### src/rtl/sa_drain_if.sv
// sa_drain_if
// Result stream from the systolic-array drain unit: one result-matrix row
// per beat with a valid/ready handshake.
//   out_data  : SIZE*N  one matrix row, column c at bits [c*N +: N]
//   out_valid : 1       out_data holds a valid row
//   out_ready : 1       downstream accepts the beat
//   out_last  : 1       the current beat is the final row (SIZE-1)
// Modports: master = drain unit (produces rows), slave = downstream consumer.
interface sa_drain_if #(
  parameter int N    = 8,
  parameter int SIZE = 4
);
  logic [SIZE*N-1:0] out_data;
  logic              out_valid;
  logic              out_ready;
  logic              out_last;

  modport master (
    output out_data,
    output out_valid,
    output out_last,
    input  out_ready
  );

  modport slave (
    input  out_data,
    input  out_valid,
    input  out_last,
    output out_ready
  );
endinterface

### src/rtl/sa_drain.sv
// sa_drain
// Unloads the finished C results from a SIZE x SIZE systolic array. The array
// is put into shift mode for SIZE cycles while the C value leaving the last PE
// of each row is captured into a local buffer, then the buffer is streamed out
// one row per beat over a valid/ready handshake.
// Ports:
//   clk         : clock, all state updates on the rising edge
//   rstn        : synchronous active-low reset
//   start       : single-cycle unload request (only honoured in IDLE)
//   c_in        : SIZE*N, C output of the last PE of row r at bits [r*N +: N]
//   output_sign : high while the array shifts C along its rows
//   busy        : high whenever the unit is not IDLE
//   dout        : result stream (sa_drain_if master modport)
module sa_drain #(
  parameter int N    = 8,
  parameter int SIZE = 4
) (
  input  logic              clk,
  input  logic              rstn,
  input  logic              start,
  input  logic [SIZE*N-1:0] c_in,
  output logic              output_sign,
  output logic              busy,
  sa_drain_if.master        dout
);

  localparam int CW = (SIZE > 1) ? $clog2(SIZE) : 1;
  localparam logic [CW-1:0] LAST = CW'(SIZE - 1);

  typedef enum logic [1:0] {
    IDLE  = 2'd0,
    SHIFT = 2'd1,
    SEND  = 2'd2
  } state_t;

  state_t        state;
  logic [CW-1:0] k;
  logic [CW-1:0] j;
  logic [N-1:0]  buffer [SIZE][SIZE];

  // Main FSM. During SHIFT the value arriving on shift k belongs to column
  // SIZE-1-k, because the last PE already holds the rightmost column when
  // shifting begins and each shift brings the next column to the left.
  // In SEND the row pointer j only advances on an accepted beat, so the
  // presented row stays stable under backpressure.
  always_ff @(posedge clk) begin
    if (!rstn) begin
      state <= IDLE;
      k     <= '0;
      j     <= '0;
      for (int r = 0; r < SIZE; r++) begin
        for (int c = 0; c < SIZE; c++) begin
          buffer[r][c] <= '0;
        end
      end
    end else begin
      case (state)
        IDLE: begin
          if (start) begin
            state <= SHIFT;
            k     <= '0;
          end
        end
        SHIFT: begin
          for (int r = 0; r < SIZE; r++) begin
            buffer[r][LAST - k] <= c_in[r*N +: N];
          end
          if (k == LAST) begin
            state <= SEND;
            k     <= '0;
            j     <= '0;
          end else begin
            k <= k + 1'b1;
          end
        end
        SEND: begin
          if (dout.out_ready) begin
            if (j == LAST) begin
              state <= IDLE;
              j     <= '0;
            end else begin
              j <= j + 1'b1;
            end
          end
        end
        default: begin
          state <= IDLE;
          k     <= '0;
          j     <= '0;
        end
      endcase
    end
  end

  // Status and handshake outputs are decoded purely from registered state,
  // so none of them has a combinational path from an input.
  assign output_sign    = (state == SHIFT);
  assign busy           = (state != IDLE);
  assign dout.out_valid = (state == SEND);
  assign dout.out_last  = (state == SEND) && (j == LAST);

  // Present buffer row j, column c in field c of the output word.
  always_comb begin
    dout.out_data = '0;
    for (int c = 0; c < SIZE; c++) begin
      dout.out_data[c*N +: N] = buffer[j][c];
    end
  end

endmodule

### src/flat_wrapper.sv
// flat-port wrapper written by rule: the top's interface ports become plain ports
module sa_drain_flat 
#(
  parameter int N    = 8,
  parameter int SIZE = 4
)
  (clk, rstn, start, c_in, output_sign, busy, dout_out_data, dout_out_valid, dout_out_last, dout_out_ready);
  sa_drain_if #(.N(N), .SIZE(SIZE)) dout_i ();
  input  logic clk;
  input  logic rstn;
  input  logic start;
  input  logic [SIZE*N-1:0] c_in;
  output logic output_sign;
  output logic busy;
  output wire logic [$bits(dout_i.out_data)-1:0] dout_out_data;
  output wire logic [$bits(dout_i.out_valid)-1:0] dout_out_valid;
  output wire logic [$bits(dout_i.out_last)-1:0] dout_out_last;
  input wire logic [$bits(dout_i.out_ready)-1:0] dout_out_ready;
  assign dout_out_data = dout_i.out_data;
  assign dout_out_valid = dout_i.out_valid;
  assign dout_out_last = dout_i.out_last;
  assign dout_i.out_ready = dout_out_ready;
  sa_drain #(.N(N), .SIZE(SIZE)) u_core (.clk(clk), .rstn(rstn), .start(start), .c_in(c_in), .output_sign(output_sign), .busy(busy), .dout(dout_i));
endmodule
### config.mk
export PLATFORM = sky130hd
export DESIGN_NAME = sa_drain_flat
export DESIGN_NICKNAME = d
export VERILOG_FILES = /design/src/rtl/sa_drain_if.sv /design/src/rtl/sa_drain.sv /design/src/flat_wrapper.sv
export SDC_FILE = /design/constraint.sdc
export NUM_CORES = 1
export LEC_CHECK = 0
export BUFFER_PORTS_ARGS = -buffer_cell sky130_fd_sc_hd__clkbuf_2
export CORE_MARGIN = 3
export CORE_UTILIZATION = 32
export DETAILED_ROUTE_END_ITERATION = 8
export SETUP_SLACK_MARGIN = 0.5
export SYNTH_ARGS = -nofsm -noshare
export SYNTH_HDL_FRONTEND = slang
export SYNTH_SLANG_ARGS = --single-unit
### constraint.sdc
create_clock -name clk -period 1.8 [get_ports clk]
set_input_delay 0.09 -clock clk [delete_from_list [all_inputs] [get_ports clk]]
set_output_delay 0.09 -clock clk [all_outputs]
set_load 0.02 [all_outputs]
# --- Word-level counts from Yosys, hierarchy flattened ---
# Memory sizes are Yosys's and may differ from the RTL's. A register that Yosys moved wholly into a read port is not among the register bits.
# Index checks and enable logic that the tools add are counted.
op_classes:
  n_addsub: 3
  magnitude_cmp: 2
  n_eq_ne: 8
  mux: 148
  n_bitwise: 131
  n_reduce_logical: 7
ops:
  columns: ["cell", "n"]
  rows:
  - ["$mux 1", 131]
  - ["$or 1x1->1", 128]
  - ["$mux 32", 1]
  - ["$mux 2", 11]
  - ["$pmux 2 s3", 3]
  - ["$demux 8 s2", 1]
  - ["$mux 8", 1]
  - ["$eq 2x2->1 const B", 3]
  - ["$ne 2x1->1 const B", 3]
  - ["$add 2x1->2 const B", 2]
  - ["$reduce_and 4->1", 1]
  - ["$ge 3x3->1 const B", 1]
  - ["$lt 3x1->1 const B", 1]
  - ["$not 2->3", 1]
  - ["$reduce_and 3->1", 1]
  - ["$eq 2x1->1 const B", 1]
  - ["$logic_and 1x1->1", 2]
  - ["$logic_not 2->1", 1]
  - ["$ne 2x2->1 const B", 1]
  - ["$not 1->1", 2]
  - ["$reduce_and 2->1", 1]
  - ["$reduce_bool 2->1", 1]
  - ["$sub 2x2->2 const A", 1]
word_totals:
  register_bits: 6
  ram_bits: 128
  in_bits: 36
  out_inout_bits: 36
  mem_count: 1
mem_list:
  columns: ["name", "depth", "width", "rd", "rd_ports_with_merged_regs", "write_ports", "line_no", "source"]
  rows:
  - ["u_core.buffer", 4, 32, 1, 1, 4, "sa_drain.sv:39", "logic [N-1:0] buffer [SIZE][SIZE];"]

# --- Longest topological paths before layout ---
# Gate-level depths: netlist of run 1.
logic_depth:
  ltp_word: 8
  ltp_mapped: 7
  mapped_depth_nobuf: 5

# --- Least setup slack after synthesis of run 1 ---
# OpenSTA, ideal clock, no wires.
synth_timing:
  kind: "flip-flop to flip-flop"
  start: "register u_core.k[1]"
  end: "memory u_core.buffer[1][0] (netlist bit) (data pin)"
  setup_time_ns: 0.256
  arrival_ns: 1.551
  setup_slack_ns: -0.006
  stages_incl_launch_ff: 7
  period_less_slack_ns: 1.806
  path_cell_list: "dfxtp_1 > inv_1 > ha_1 > or4_1 > and3_4 > buf_6 > and2_4"
synth_lines:
  columns: ["item", "line_no", "source"]
  rows:
  - ["start, declared", "sa_drain.sv:37", "logic [CW-1:0] k;"]
  - ["start signal, assigned", "sa_drain.sv:73", "k <= k + 1'b1;"]
  - ["end, declared", "sa_drain.sv:39", null]

==> flow_summary.yaml, run 1 <==
worst_setup_path:
  worst_path_arrival_ps: 1810
  r2r-start: "u_core.k[1]"
  worstSetupEndpointType: "output port"
  criticalPathCategory: "reg2out"
  cp_slowest_cell: "mux4_2"
  required_ps: 1710
  rr_endpoint: "u_core.buffer[1][17]"
  worst-r2r-setup-slack_ps: -30
  timing.critical_path.slowest_cell_delay_ps: 590
  r2r.worst_path.cells: 5
  critical_path_buf_inv_count: 2
  critical-path-top-delay-family: "multiplexers"
  cp_cell_sequence: "buf_12, mux4_2, buf_6"
  worst-path-max-fanout: 8
  critPathLaunchType: "register"
worst_hold_path:
  worst_hold_path_type: "in2reg"
  worstHoldEndpoint: "u_core.buffer[1][12]"
  min_path_cells: 2
  worstHoldStart: "c_in[12]"
placement:
  placement.io_buffers: 71
  hpwl_mm: 10.6
  routabilityCongestion: 0.782
  placement.cell_area_um2: 6430
cells_and_area:
  mostFrequentLayoutCell: "nand2_1"
  diodes: 0
  layout_common_cells: "nand2_1, edfxtp_1, dfxtp_1"
  synthToLayoutAreaGrowth_pct: 53.0
  postLayoutCoreUtil_pct: 50.3
  final_layout_size_suffix_gt1_share_pct: 57.6
  nNetsFinal: 648
  design_area_um2: 8730
cts:
  cts-root-to-sink-buffers: 2
  clock_sinks: 136
  path_clk_slew_ps: 60
  cts_htree_levels: 4
  insertion_delay_ps: 420
  clk_root_buffer_cell: "clkbuf_16"
  cts_buf_count: 17
  cts_tree: "done"
timing:
  clock-skew-final_ps: 7.08
  relSlewSlack_pct: 76.5
  layout_min_cycle_time_ps: 1900
  layout_worst_path_cycle_share_pct: 105
  setup_tns_final_ps: -2380
  final-max-slew-violation-count: 0
  timing_hold_violations_final: 0
  finalWorstSetupSlack_ps: -95.6
  max_clock_freq_mhz: 528
  worstMarginPinSlew_ps: 352
  rsz0062_at_grt: "yes"
  finalSetupViolations: 69
route:
  iteration_0_drc_markers: 358
  route.detailed.drc: 0
  drt-total-wl_mm: 18.6
  detailedRoute.firstPassIterationCount: 5
  routed_via_density: 5.26
  antenna_violating_nets_post_route: 0
  via_count: 4446
  route.detailed.wl_per_inst_um: 22.0
global_routing:
  initial_antenna_violation_count: 0
  overflow: 0
  grt_pass1_wl_mm: 27.0
  vias_in_the_first_global_route: 4405
  overall_fraction_of_global_route_tracks_in_use_pct: 18.5
  maximum_number_of_pins_on_one_net_before_global_route_repair: 53
floorplan:
  core_area_um2: 17400
  die_y_um: 140
  chipWidth_um: 140
  start_util_pct: 32.9
  row_count: 48
  die_ar_um2: 19500
  number_of_i_o_pins: 72
yosys:
  postSynthRegisterBits: 136
  synth_unique_cells: 33
  prevailing_post_synth_register_cell: "edfxtp_1"
  synth-warning-count: 0
  synthCells: 468
  netlist_area_um2: 5700
  synth-edff-count: 72
  synth.yosys.seq_area_share_pct: 60.4
  async_reset_ff_share_pct: 0
  postSynthNetCount: 509
  avgSynthCellArea_um2: 12.2
power:
  ir_worst_vdd_mv: 0.715
  finalPower_uw: 7800
  leakage_uw: 0.00339
  power_per_cell_area_nw_per_um2: 894
run_status:
  failing_checks: "setup timing"
  status: "finished, violations left"
job:
  maxCapViolations: 0
[synthesized netlist by cell type (2+ instances only)]
library cell / n / area [um^2]
and4b_1: 4 / 40.0
buf_2: 9 / 45.0
o21ai_0: 57 / 285
dfxtp_1: 64 / 1280
nor2_1: 2 / 7.51
and2_4: 10 / 87.6
clkbuf_2: 2 / 10.0
nor2b_1: 4 / 25.0
mux4_2: 32 / 721
and2_1: 34 / 213
inv_1: 3 / 11.3
edfxtp_1: 72 / 2160
clkbuf_1: 23 / 86.3
nand2_1: 114 / 428
a21boi_0: 2 / 15.0
ha_1: 5 / 62.6
nand3b_1: 2 / 15.0
nand2b_1: 8 / 50.1
a21oi_1: 2 / 10.0
and2_2: 6 / 45.0
[cells by family (layout without fill, tap and decap cells)]
group / Yosys count / count (layout) / share of synthesized area, %
AO/OA/AOI/OAI: 64 / 64 / 5.86
adder cells (fa/ha/maj): 5 / 5 / 1.10
buffers and inverters: 39 / 189 / 2.94
flip-flops: 136 / 136 / 60.4
multiplexers: 33 / 33 / 12.8
AND/OR/NAND/NOR: 191 / 193 / 16.9
[repair_timing]
action                                  4_1_cts  5_1_grt
buffers inserted                             23       15
hold endpoints to repair                     46        0
cloned                                       16        0
resized for setup                           199      167
endpoints found under the setup margin      237      238
hold buffers                                 16        0
pin swaps                                    29       14
[worst max path at each step]
stage | from | endpoint | cells after the start
3_3_place_gp | u_core.k[0] | u_core.buffer[2][28] | 5
2_1_floorplan | u_core.k[0] | u_core.buffer[1][0] | 6
3_5_place_dp | u_core.k[0] | u_core.buffer[2][29] | 5
6_report | register | dout_out_data[29] | 3
4_1_cts | register | dout_out_data[29] | 3
5_1_grt | register | dout_out_data[31] | 3
[layer usage]
metal  share of wire, %  global-route usage, %  vias up
li1                   -                      -     1948
met1                 40                   23.1     2288
met2                 51                   30.9      153
met3                4.7                   4.09       57
met4                3.9                   8.14        0
met5                  0                      0        -
[flip-flops by register name, summed over array words and instances, names as in the netlist, named ones only]
signal         count
u_core.buffer    128
u_core.j           2
u_core.k           2
u_core.state       2
[per-stage QoR]
stage	hold WS [ps]	cells	worst slack, ps
6_report	32.4	845	-95.6
5_1_grt	17.7	845	-127
4_1_cts	5.51	830	-104
3_5_place_dp	366	743	-7.97
3_3_place_gp	368	743	26.9
2_1_floorplan	199	468	50.5
[area by class of cell]
| type | count | area, um^2 |
|---|---|---|
| fillers | 1396 | 8630 |
| flip-flops and latches | 136 | 3460 |
| clock buffers | 21 | 492 |
| inverters | 3 | 16.3 |
| multi-input cells | 295 | 2660 |
| clock inverters | 11 | 116 |
| well taps | 225 | 282 |
| repair buffers | 154 | 1700 |
[report_power, final]
group          switching [uW]  internal [uW]  total [uW]
logic                     405            357         761
clock network            1350           2230        3580
registers                61.1           3400        3460
total                    1820           5980        7800
(Power assumes the default switching activity.)
==> run 2: changes to the inputs <==
clock period = 1.6 ns   (was 1.8 ns; I/O delays follow)
==> run 2 against run 1 <==
  * Highest routed layer unchanged
  * First-iteration DRC count shrank 2.0%
  * Clock power up 11%
  * The run still ends with setup timing left
  * Largest cell class unchanged
  * Critical path depth is 2 higher
==> flow_summary.yaml, run 2 (synthesis results as in run 1) <==
power:
  power_per_cell_area_nw_per_um2: 1010
  ir_worst_vdd_mv: 0.772
  clk_pwr_share_pct: 45.8
  leakage_uw: 0.00333
  power.net_switching_uw: 2020
  finalPower_uw: 8690
  netSwitchingFraction_pct: 23.3
  design_internal_power_uw: 6670
  power_frac_seq_pct: 44.8
  share_comb_of_total_power_pct: 9.5
cells_and_area:
  design_area_um2: 8630
  layout_common_cells: "nand2_1, edfxtp_1, dfxtp_1"
  layoutNonFillerInstCount: 850
  number_of_flip_flops_under_the_largest_register_name: 128
  final_layout_size_suffix_gt1_share_pct: 53.1
  diodes: 0
  postLayoutCoreUtil_pct: 49.7
  num-fill-cells: 1409
  registers.top_by_ff_count: "u_core.buffer"
  synthToLayoutAreaGrowth_pct: 51.4
  mostFrequentLayoutCell: "nand2_1"
  nNetsFinal: 653
route:
  iteration_0_drc_markers: 351
  antenna_violating_nets_post_route: 0
  via_count: 4313
  drt-total-wl_mm: 18.0
  route.detailed.wl_per_inst_um: 21.1
  routed_via_density: 5.07
  detailedRoute.firstPassIterationCount: 5
  route.detailed.drc: 0
worst_setup_path:
  cp_cell_sequence: "inv_6, ha_4, or4_4, and3_4, and2_4"
  worst_path_arrival_ps: 2020
  worstSetupEndpointType: "register"
  timing.critical_path.slowest_cell_delay_ps: 570
  cp_slowest_cell: "or4_4"
  critPathLaunchType: "register"
  criticalPathCategory: "reg2reg"
  worst-path-max-fanout: 8
  required_ps: 1770
timing:
  finalWorstSetupSlack_ps: -247
  layout_min_cycle_time_ps: 1850
  clock-skew-final_ps: 6.25
  layout_worst_path_cycle_share_pct: 115
  rsz0062_at_grt: "yes"
  worstMarginPinSlew_ps: 361
  finalSetupViolations: 72
  final-max-slew-violation-count: 0
  timing_hold_violations_final: 0
  relSlewSlack_pct: 75.9
  max_clock_freq_mhz: 541
placement:
  placement.io_buffers: 71
  routabilityCongestion: 0.788
  placedCellCount: 749
  dp_slack_ps: -222
  placement.cell_area_um2: 6500
  hpwl_mm: 10.7
floorplan:
  chipWidth_um: 140
  core_area_um2: 17400
  row_count: 48
  start_util_pct: 32.9
  die_ar_um2: 19500
  number_of_i_o_pins: 72
  die_y_um: 140
cts:
  clk_root_buffer_cell: "clkbuf_16"
  cts_htree_levels: 4
  cts_tree: "done"
  cts_buf_count: 17
  insertion_delay_ps: 410
  clock_sinks: 136
  path_clk_slew_ps: 60
  cts-root-to-sink-buffers: 2
global_routing:
  maximum_number_of_pins_on_one_net_before_global_route_repair: 61
  vias_in_the_first_global_route: 4404
  overall_fraction_of_global_route_tracks_in_use_pct: 17.7
  initial_antenna_violation_count: 0
  grt_pass1_wl_mm: 25.8
  overflow: 0
run_status:
  status: "finished, violations left"
  failing_checks: "setup timing"
job:
  maxCapViolations: 0
worst_hold_path:
  worst_hold_path_type: "in2reg"
## run 2: cell count changes in the layout (fill, tap and decap cells not counted), sizes merged
| cell | before | now |
|---|---|---|
| clkbuf | 56 | 54 |
| dlygate4sd3 | 16 | 18 |
| and4b | 4 | 5 |
| buf | 103 | 104 |
| bufinv | 2 | 3 |
| clkinvlp | 1 | 2 |
| inv | 5 | 6 |
## run 2: worst max-delay path: cells and delay by family (launching register included)
family	cells	cell delay (ps)
adders and majority gates	1	150
buffers and inverters	1	50
DFF	1	400
and+or+nand+nor	3	1000
## run 2: final timing paths
path         slack [ps]  cells after the start                   end                 from
max reg2reg        -250                      5   u_core.buffer[1][8]          u_core.k[0]
min                  20                      2  u_core.buffer[1][14]             c_in[14]
max                -250                      5   u_core.buffer[1][8]          u_core.k[0]
min reg2reg         450                      2   u_core.buffer[3][1]  u_core.buffer[3][1]
## run 2: area by class of cell
class	count	area (um^2)	share of cell area, %
Inverter	3	18.8	0.217
Clock buffer	18	429	4.97
Timing Repair Buffer	158	1700	19.7
Sequential cell	136	3460	40.1
Tap cell	225	282	3.26
Multi-Input combinational cell	296	2560	29.7
Clock inverter	14	173	2.00
## run 2: stage by stage
step	hold slack, ps	TNS, ps
6_report	17.5	-14910
5_1_grt	6.41	-17770
4_1_cts	11.4	-14460
3_5_place_dp	349	-7520
3_3_place_gp	354	-5810
2_1_floorplan	189	-5450
## run 2: power groups by stage
stage / clock network [uW] / registers [uW] / logic (uW)
floorplan: 0 / 3930 / 325
global placement: 0 / 3960 / 537
detailed placement: 0 / 3960 / 549
CTS: 4000 / 3890 / 720
global route: 4170 / 3900 / 868
finish: 3980 / 3890 / 821
## run 2: timing repair
item	in CTS	in global routing
hold buffers	18	0
resized for setup	111	189
endpoints found under the hold margin	57	0
pin swaps	9	26
gates cloned	11	3
setup endpoints to repair	241	243
setup buffers	21	16
## run 2: routing by layer
metal | vias up | part of all wire, % | track usage (%)
li1 | 1948 | - | -
met3 | 42 | 5.1 | 3.92
met1 | 2155 | 39 | 21.2
met2 | 168 | 52 | 30.6
met4 | 0 | 3.4 | 7.78
met5 | - | 0 | 0
